File: src/rtl/frame_merge.sv
// frame_merge
//   Merges the ARP and UDP transmit byte streams onto the single MAC TX
//   stream. Whole frames only: the granted source owns the output until its
//   last beat is accepted. ARP wins when both sources are waiting in IDLE.
//   Each frame is tagged with a 35-bit type word: [34:3] destination IP
//   (0 for ARP) and [2:0] 3'b001 for ARP or 3'b010 for UDP. After every frame,
//   GAP_CYCLES extra idle cycles are enforced before the next grant.
//
// Parameters
//   GAP_CYCLES          extra idle cycles after each frame (0..255)
//
// Ports
//   logic_clk           clock, rising edge
//   logic_rstn          asynchronous active-low reset
//   arp_tdata_in/_tvalid_in/_tlast_in, arp_tready_out   ARP source stream
//   udp_tdata_in/_tvalid_in/_tlast_in, udp_tready_out   UDP source stream
//   udp_tip_in          UDP destination IP, stable for the whole frame
//   net_tmac_data_out/_valid_out/_last_out, net_tmac_ready_in   MAC stream
//   net_tmac_type_out   frame type/IP word, latched at grant
module frame_merge #(
  parameter int GAP_CYCLES = 2
) (
  input  logic        logic_clk,
  input  logic        logic_rstn,
  input  logic [7:0]  arp_tdata_in,
  input  logic        arp_tvalid_in,
  output logic        arp_tready_out,
  input  logic        arp_tlast_in,
  input  logic [7:0]  udp_tdata_in,
  input  logic        udp_tvalid_in,
  output logic        udp_tready_out,
  input  logic        udp_tlast_in,
  input  logic [31:0] udp_tip_in,
  output logic [7:0]  net_tmac_data_out,
  output logic        net_tmac_valid_out,
  input  logic        net_tmac_ready_in,
  output logic        net_tmac_last_out,
  output logic [34:0] net_tmac_type_out
);

  localparam logic [7:0] GAP_LIMIT = 8'(GAP_CYCLES);

  typedef enum logic [1:0] {
    IDLE   = 2'd0,
    ARP_TX = 2'd1,
    UDP_TX = 2'd2,
    GAP    = 2'd3
  } state_t;

  state_t      state;
  logic [7:0]  gap_cnt;

  logic [7:0]  data_p0;
  logic        last_p0;
  logic        vld_p0;
  logic [34:0] type_p0;

  logic        out_free;
  logic        arp_acc;
  logic        udp_acc;
  logic        src_acc;
  logic [7:0]  src_data;
  logic        src_last;

  // The output stage can take a new beat when it is empty or being drained.
  assign out_free       = !vld_p0 || net_tmac_ready_in;
  assign arp_tready_out = (state == ARP_TX) && out_free;
  assign udp_tready_out = (state == UDP_TX) && out_free;

  assign arp_acc  = arp_tvalid_in && arp_tready_out;
  assign udp_acc  = udp_tvalid_in && udp_tready_out;
  assign src_acc  = arp_acc || udp_acc;
  assign src_data = (state == ARP_TX) ? arp_tdata_in : udp_tdata_in;
  assign src_last = (state == ARP_TX) ? arp_tlast_in : udp_tlast_in;

  always_ff @(posedge logic_clk or negedge logic_rstn) begin
    if (!logic_rstn) begin
      state   <= IDLE;
      gap_cnt <= 8'd0;
      data_p0 <= 8'd0;
      last_p0 <= 1'b0;
      vld_p0  <= 1'b0;
      type_p0 <= 35'd0;
    end else begin
      // ---- stage p0: single registered output beat ----
      if (src_acc) begin
        data_p0 <= src_data;
        last_p0 <= src_last;
        vld_p0  <= 1'b1;
      end else if (net_tmac_ready_in) begin
        vld_p0  <= 1'b0;
      end

      case (state)
        IDLE: begin
          if (arp_tvalid_in) begin
            state   <= ARP_TX;
            type_p0 <= {32'h0, 3'b001};
          end else if (udp_tvalid_in) begin
            state   <= UDP_TX;
            type_p0 <= {udp_tip_in, 3'b010};
          end
        end
        ARP_TX: begin
          if (arp_acc && arp_tlast_in) begin
            state   <= GAP;
            gap_cnt <= 8'd0;
          end
        end
        UDP_TX: begin
          if (udp_acc && udp_tlast_in) begin
            state   <= GAP;
            gap_cnt <= 8'd0;
          end
        end
        GAP: begin
          // Idle cycles only count once the last beat has left the output.
          if (!vld_p0) begin
            if (gap_cnt == GAP_LIMIT) begin
              state <= IDLE;
            end else begin
              gap_cnt <= gap_cnt + 8'd1;
            end
          end
        end
        default: state <= IDLE;
      endcase
    end
  end

  assign net_tmac_data_out  = data_p0;
  assign net_tmac_last_out  = last_p0;
  assign net_tmac_valid_out = vld_p0;
  assign net_tmac_type_out  = type_p0;

endmodule
File: config.mk
export PLATFORM = sky130hd
export DESIGN_NAME = frame_merge
export DESIGN_NICKNAME = d
export VERILOG_FILES = /design/src/rtl/frame_merge.sv
export SDC_FILE = /design/constraint.sdc
export NUM_CORES = 1
export LEC_CHECK = 0
export BUFFER_PORTS_ARGS = -buffer_cell sky130_fd_sc_hd__buf_2
export CORE_UTILIZATION = 44
export DETAILED_ROUTE_END_ITERATION = 12
export PLACE_DENSITY_LB_ADDON = 0.08
export SETUP_SLACK_MARGIN = 0.2
export SLEW_MARGIN = 10
export SYNTH_ARGS = -nofsm -noshare
export SYNTH_HDL_FRONTEND = slang
export SYNTH_SLANG_ARGS = --single-unit
export TNS_END_PERCENT = 50
File: constraint.sdc
create_clock -name logic_clk -period 2 [get_ports logic_clk]
set_input_delay 0.2 -clock logic_clk [delete_from_list [all_inputs] [get_ports logic_clk]]
set_output_delay 0.2 -clock logic_clk [all_outputs]
set_load 0.02 [all_outputs]
## Word-level counts from Yosys, hierarchy flattened

Cells that the tools add are included.

| storage, ports and cells | value |
|---|---|
| flip-flop bits (word level) | 55 |

| operators by class | value |
|---|---|
| $add $sub $neg | 1 |
| equal/unequal tests | 10 |
| mux-type cells | 18 |
| reduce and logical (&&, ||, !) cells | 16 |

Operators by type and width:

| cell | number |
|---|---|
| 2-to-1 mux 35 bit | 2 |
| 2-to-1 mux 8 bit | 5 |
| one-hot mux 8 bit (3 select lines) | 1 |
| 2-to-1 mux 2 bit | 6 |
| AND reduction 5 bit | 2 |
| adder 8 x 1 -> 8 bit, second input constant | 1 |
| == test 8 x 2 -> 1 bit, second input constant | 1 |
| one-hot mux 2 bit (4 select lines) | 1 |
| logical AND 1 bit | 6 |
| != test 2 bit, second input constant | 3 |
| == test 2 bit, second input constant | 2 |
| != test 2 x 1 -> 1 bit, second input constant | 2 |
| nonzero test 2 bit | 2 |
| 2-to-1 mux 1 bit | 3 |
| != test 3 bit, second input constant | 1 |
| nonzero test 3 bit | 1 |
| == test 2 x 1 -> 1 bit, second input constant | 1 |
| logical NOT 2 bit | 1 |
| logical OR 1 bit | 2 |
| AND reduction 2 bit | 1 |
| logical NOT 1 bit | 1 |

## Logic depth before layout (Yosys ltp)

| depth | value |
|---|---|
| depth after elaboration | 7 |
| depth in mapped cells | 8 |
| mapped depth without buffers | 7 |

## Worst setup path after synthesis

OpenSTA, ideal clock, no wires.

| path | value |
|---|---|
| kind | flip-flop to flip-flop |
| from | register gap_cnt[0] |
| to | register state[0] |
| data arrival time | 1889 ps |
| setup slack | -16 ps |
| cell stages (with the launch flop) | 8 |
| clock period less this slack | 2016 ps |
| path through | dfrtp_1 -> inv_1 -> ha_1 -> or4b_4 -> nor4_2 -> nand2b_1 -> a221o_1 -> mux2_1 |

| on the way | value |
|---|---|
| cells in the longest elaborated chain, start to end | 3 |

RTL lines:

| what | line | RTL |
|---|---|---|
| start, declared | 51 | `logic [7:0] gap_cnt;` |
| start signal, assigned | 122 | `gap_cnt <= gap_cnt + 8'd1;` |
| == test 8 x 2 -> 1 bit | 119 | `if (gap_cnt == GAP_LIMIT) begin` |
| != test 2 bit (no source line) | -- |  |
| AND reduction 5 bit (no source line) | -- |  |
| end signal, assigned | 112 | `state <= GAP;` |
| end signal, assigned | 120 | `state <= IDLE;` |
| end signal, assigned | 126 | `default: state <= IDLE;` |
| end, declared | 50 | `state_t state;` |

Every way passes these cells.
A chain may end at the register's enable or synchronous reset.

## Final worst setup path

| path | value |
|---|---|
| from | register gap_cnt[0] |
| to | register state[1] |

Same word-level chain as after synthesis.

==> out/metrics.cfg <==
[sta]
finalSetupViolations=7
hold_viol=0
grt_setup_unrepaired=true
holdWs_ns=0.1199
finalClockSkew_ns=0.01252
period_share_pct=103.9
setup_slack_ns=-0.07895
slew_viol_final=0
finalCriticalPeriod_ns=2.079
fmax_ghz=0.4810

[pwr]
power.internal_mw=1.565
p_per_area_nw_per_um2=564.9
switching_share_pct=21.40
p_total_mw=1.991
ir_drop_mv=0.3415
p_comb_share_pct=6.1
power_frac_seq_pct=54.8
power_leakage_nw=1.834
p_clk_share_pct=39.1
power.switching_mw=0.4261

[place]
place_area_um2=3317
dp_hpwl_um=4104
gp_congestion=0.8205
port_buffers=100

[floorplan]
ios=102
core_um2=5608
die_w_um=79.11
initial_core_util_pct=46.65
die_h_um=79.11
rows=27
dieArea_um2=6258

[setup_path]
timing.rr.start=gap_cnt[0]
reg2reg_slack_ns=-0.08
cp-end-kind=flop
crit_path_max_fanout=2
cp.required_ns=2.19
cp_top_family=simple AND/OR/NAND/NOR gates
cp-start-kind=flop
cp.buffers_inverters=1
r2r_end=state[1]
cp_slowest_stage_delay_ns=0.49
worstPathArrival_ns=2.27
rr_worst_depth=7
worstSetupStartpoint=gap_cnt[0]
path_cells=inv_2 > ha_1 > or4b_4 > nor4_4 > nand2b_1 > a221o_1 > mux2_1
worstSetupPathType=reg -> reg
cp_slowest_cell=or4b_4

[clock_network]
clockBufferDepth=2
clock-root-buffer=clkbuf_8
cts.sinks=54
cts_buffers=5
clk_pin_slew_ns=0.10
cts_tree=done
htree_levels=2
insertion_delay_ns=0.31

[logic_synthesis]
synth_fp_nets=336
yosys_warnings=0
netlist_instances=274
synth_largest_area_cell=dfrtp_1
synth_top_area_share_pct=51.65
synth_seq_cells=54
netlist_area_um2=2616
synth_cell_types=32
yosysMostFrequentCell=dfrtp_1
synth_area_leaders=dfrtp_1, nand2b_1, o21ai_0, nand2_1, mux2i_1
yosysSeqAreaShare_pct=51.65
synth_common_cells=dfrtp_1, nand2_1, o21ai_0
syn_area_per_cell_um2=9.548
synthArstFlopShare_pct=100.0
synth_edf_count=0
synth_flop_cell=dfrtp_1

[global_routing]
grt_start_max_net_pins=53
first_global_vias=2128
grt_overflow_total=0
antenna_found_initial=0
track_usage_pct=20.24
grt_pass1_wl_um=9860

[drt]
drt-total-wl_um=5781
vias=2290
drtIter0Drc=147
dr.pass1.iters=4
drc=0
wl_per_cell_um=12.41
ant_nets=0
viasPerCell=4.914

[hold_path]
holdPathStages=3
hold_path_end=net_tmac_type_out[24]
worst_hold_path_type=in -> reg
hold_start=udp_tip_in[21]

[final_layout]
drive_gt1_share_pct=36.55
final_nets=455
finish.instance_area_um2=3525
fill_cells=528
diodes=0
fin_util_pct=62.85
area_delta_synth_final_pct=34.72

[run_status]
violations=negative setup slack
status=complete, but fails checks

[flow_run]
maxCapViolations=0

[power groups by stage]
stage	Sequential [mW]	Combinational, mW	Clock, mW
final	1.09	0.121	0.779
after floorplan	1.11	0.0381	0
after detailed placement	1.11	0.123	0
after CTS	1.09	0.124	0.802
after global placement	1.11	0.120	0
after global routing	1.09	0.139	0.837
[area by class of cell]
type                       count  area, um2  area share, %
clock inverter                 2      38.79          1.100
tap                           72      90.09          2.556
sequential                    54       1351          38.34
timing repair buffer         128      737.0          20.91
inverter                       5      18.77         0.5325
clock buffer                   6      82.58          2.343
multi-input combinational    199       1206          34.22
[worst max path at each step]
stage	endpoint	slack, ns	cells after the start
floorplan	state[0]	-0.02	7
global placement	state[0]	-0.05	7
detailed placement	state[1]	-0.13	7
CTS	state[1]	-0.09	7
global route	state[1]	-0.14	7
finish	state[1]	-0.08	7
[tightest hold or removal path, delay by kind of cell]
family,cells,cell delay [ns]
AO/OA/AOI/OAI,1,0.06
buffers and inverters,1,0.09
AND/OR/NAND/NOR,1,0.05
[cell families after synthesis]
| logic type | Yosys count | share of synthesized area, % |
|---|---|---|
| adders and majority gates | 7 | 3.348 |
| DFF | 54 | 51.65 |
| buffers and inverters | 21 | 3.443 |
| other | 1 | 0.1433 |
| and+or+nand+nor | 113 | 21.71 |
| AOI/OAI and AO/OA | 67 | 15.40 |
| muxes | 11 | 4.304 |
[cells in the final DEF (no fill, tap or decap), types with 2 or more instances in the layout]
cell,instances
and2_1,2
o21ai_1,5
mux2_1,2
nand3_1,8
nand2b_1,37
o21ai_0,38
buf_2,100
ha_1,6
dfrtp_1,54
inv_1,4
buf_6,3
o311ai_1,2
nor2_1,13
mux2i_1,9
clkbuf_8,6
nand2_1,46
nand3b_1,4
a22o_1,2
buf_4,23
a21oi_1,10
[routing by layer]
layer  track usage, %  part of all wire (%)
met1            27.60                    47
met2            31.72                    44
met3            5.172                   6.9
met4            6.000                   1.2
met5                0                     0
[per-stage QoR]
step | setup TNS, ns | setup WS (ns) | cells
finish | -0.3169 | -0.07895 | 466
global route | -1.145 | -0.1423 | 466
CTS | -0.2342 | -0.09278 | 463
detailed placement | -0.4216 | -0.1340 | 451
global placement | -0.1043 | -0.05159 | 451
floorplan | -0.03186 | -0.01593 | 274
[sequential cells by signal (all words and copies together), names as in the netlist]
| name | cells |
|---|---|
| net_tmac_valid_out | 1 |
| net_tmac_type_out | 34 |
| net_tmac_last_out | 1 |
| gap_cnt | 8 |
| net_tmac_data_out | 8 |
| state | 2 |
[what timing repair did]
action                                  4_1_cts  5_1_grt
gates resized for setup                       3        5
buffers inserted                              3        3
hold buffers                                  1        0
endpoints found under the setup margin       10       17
pin swaps                                     1        1
endpoints found under the hold margin        17        0
No activity file was read; power rests on OpenSTA's default activity.
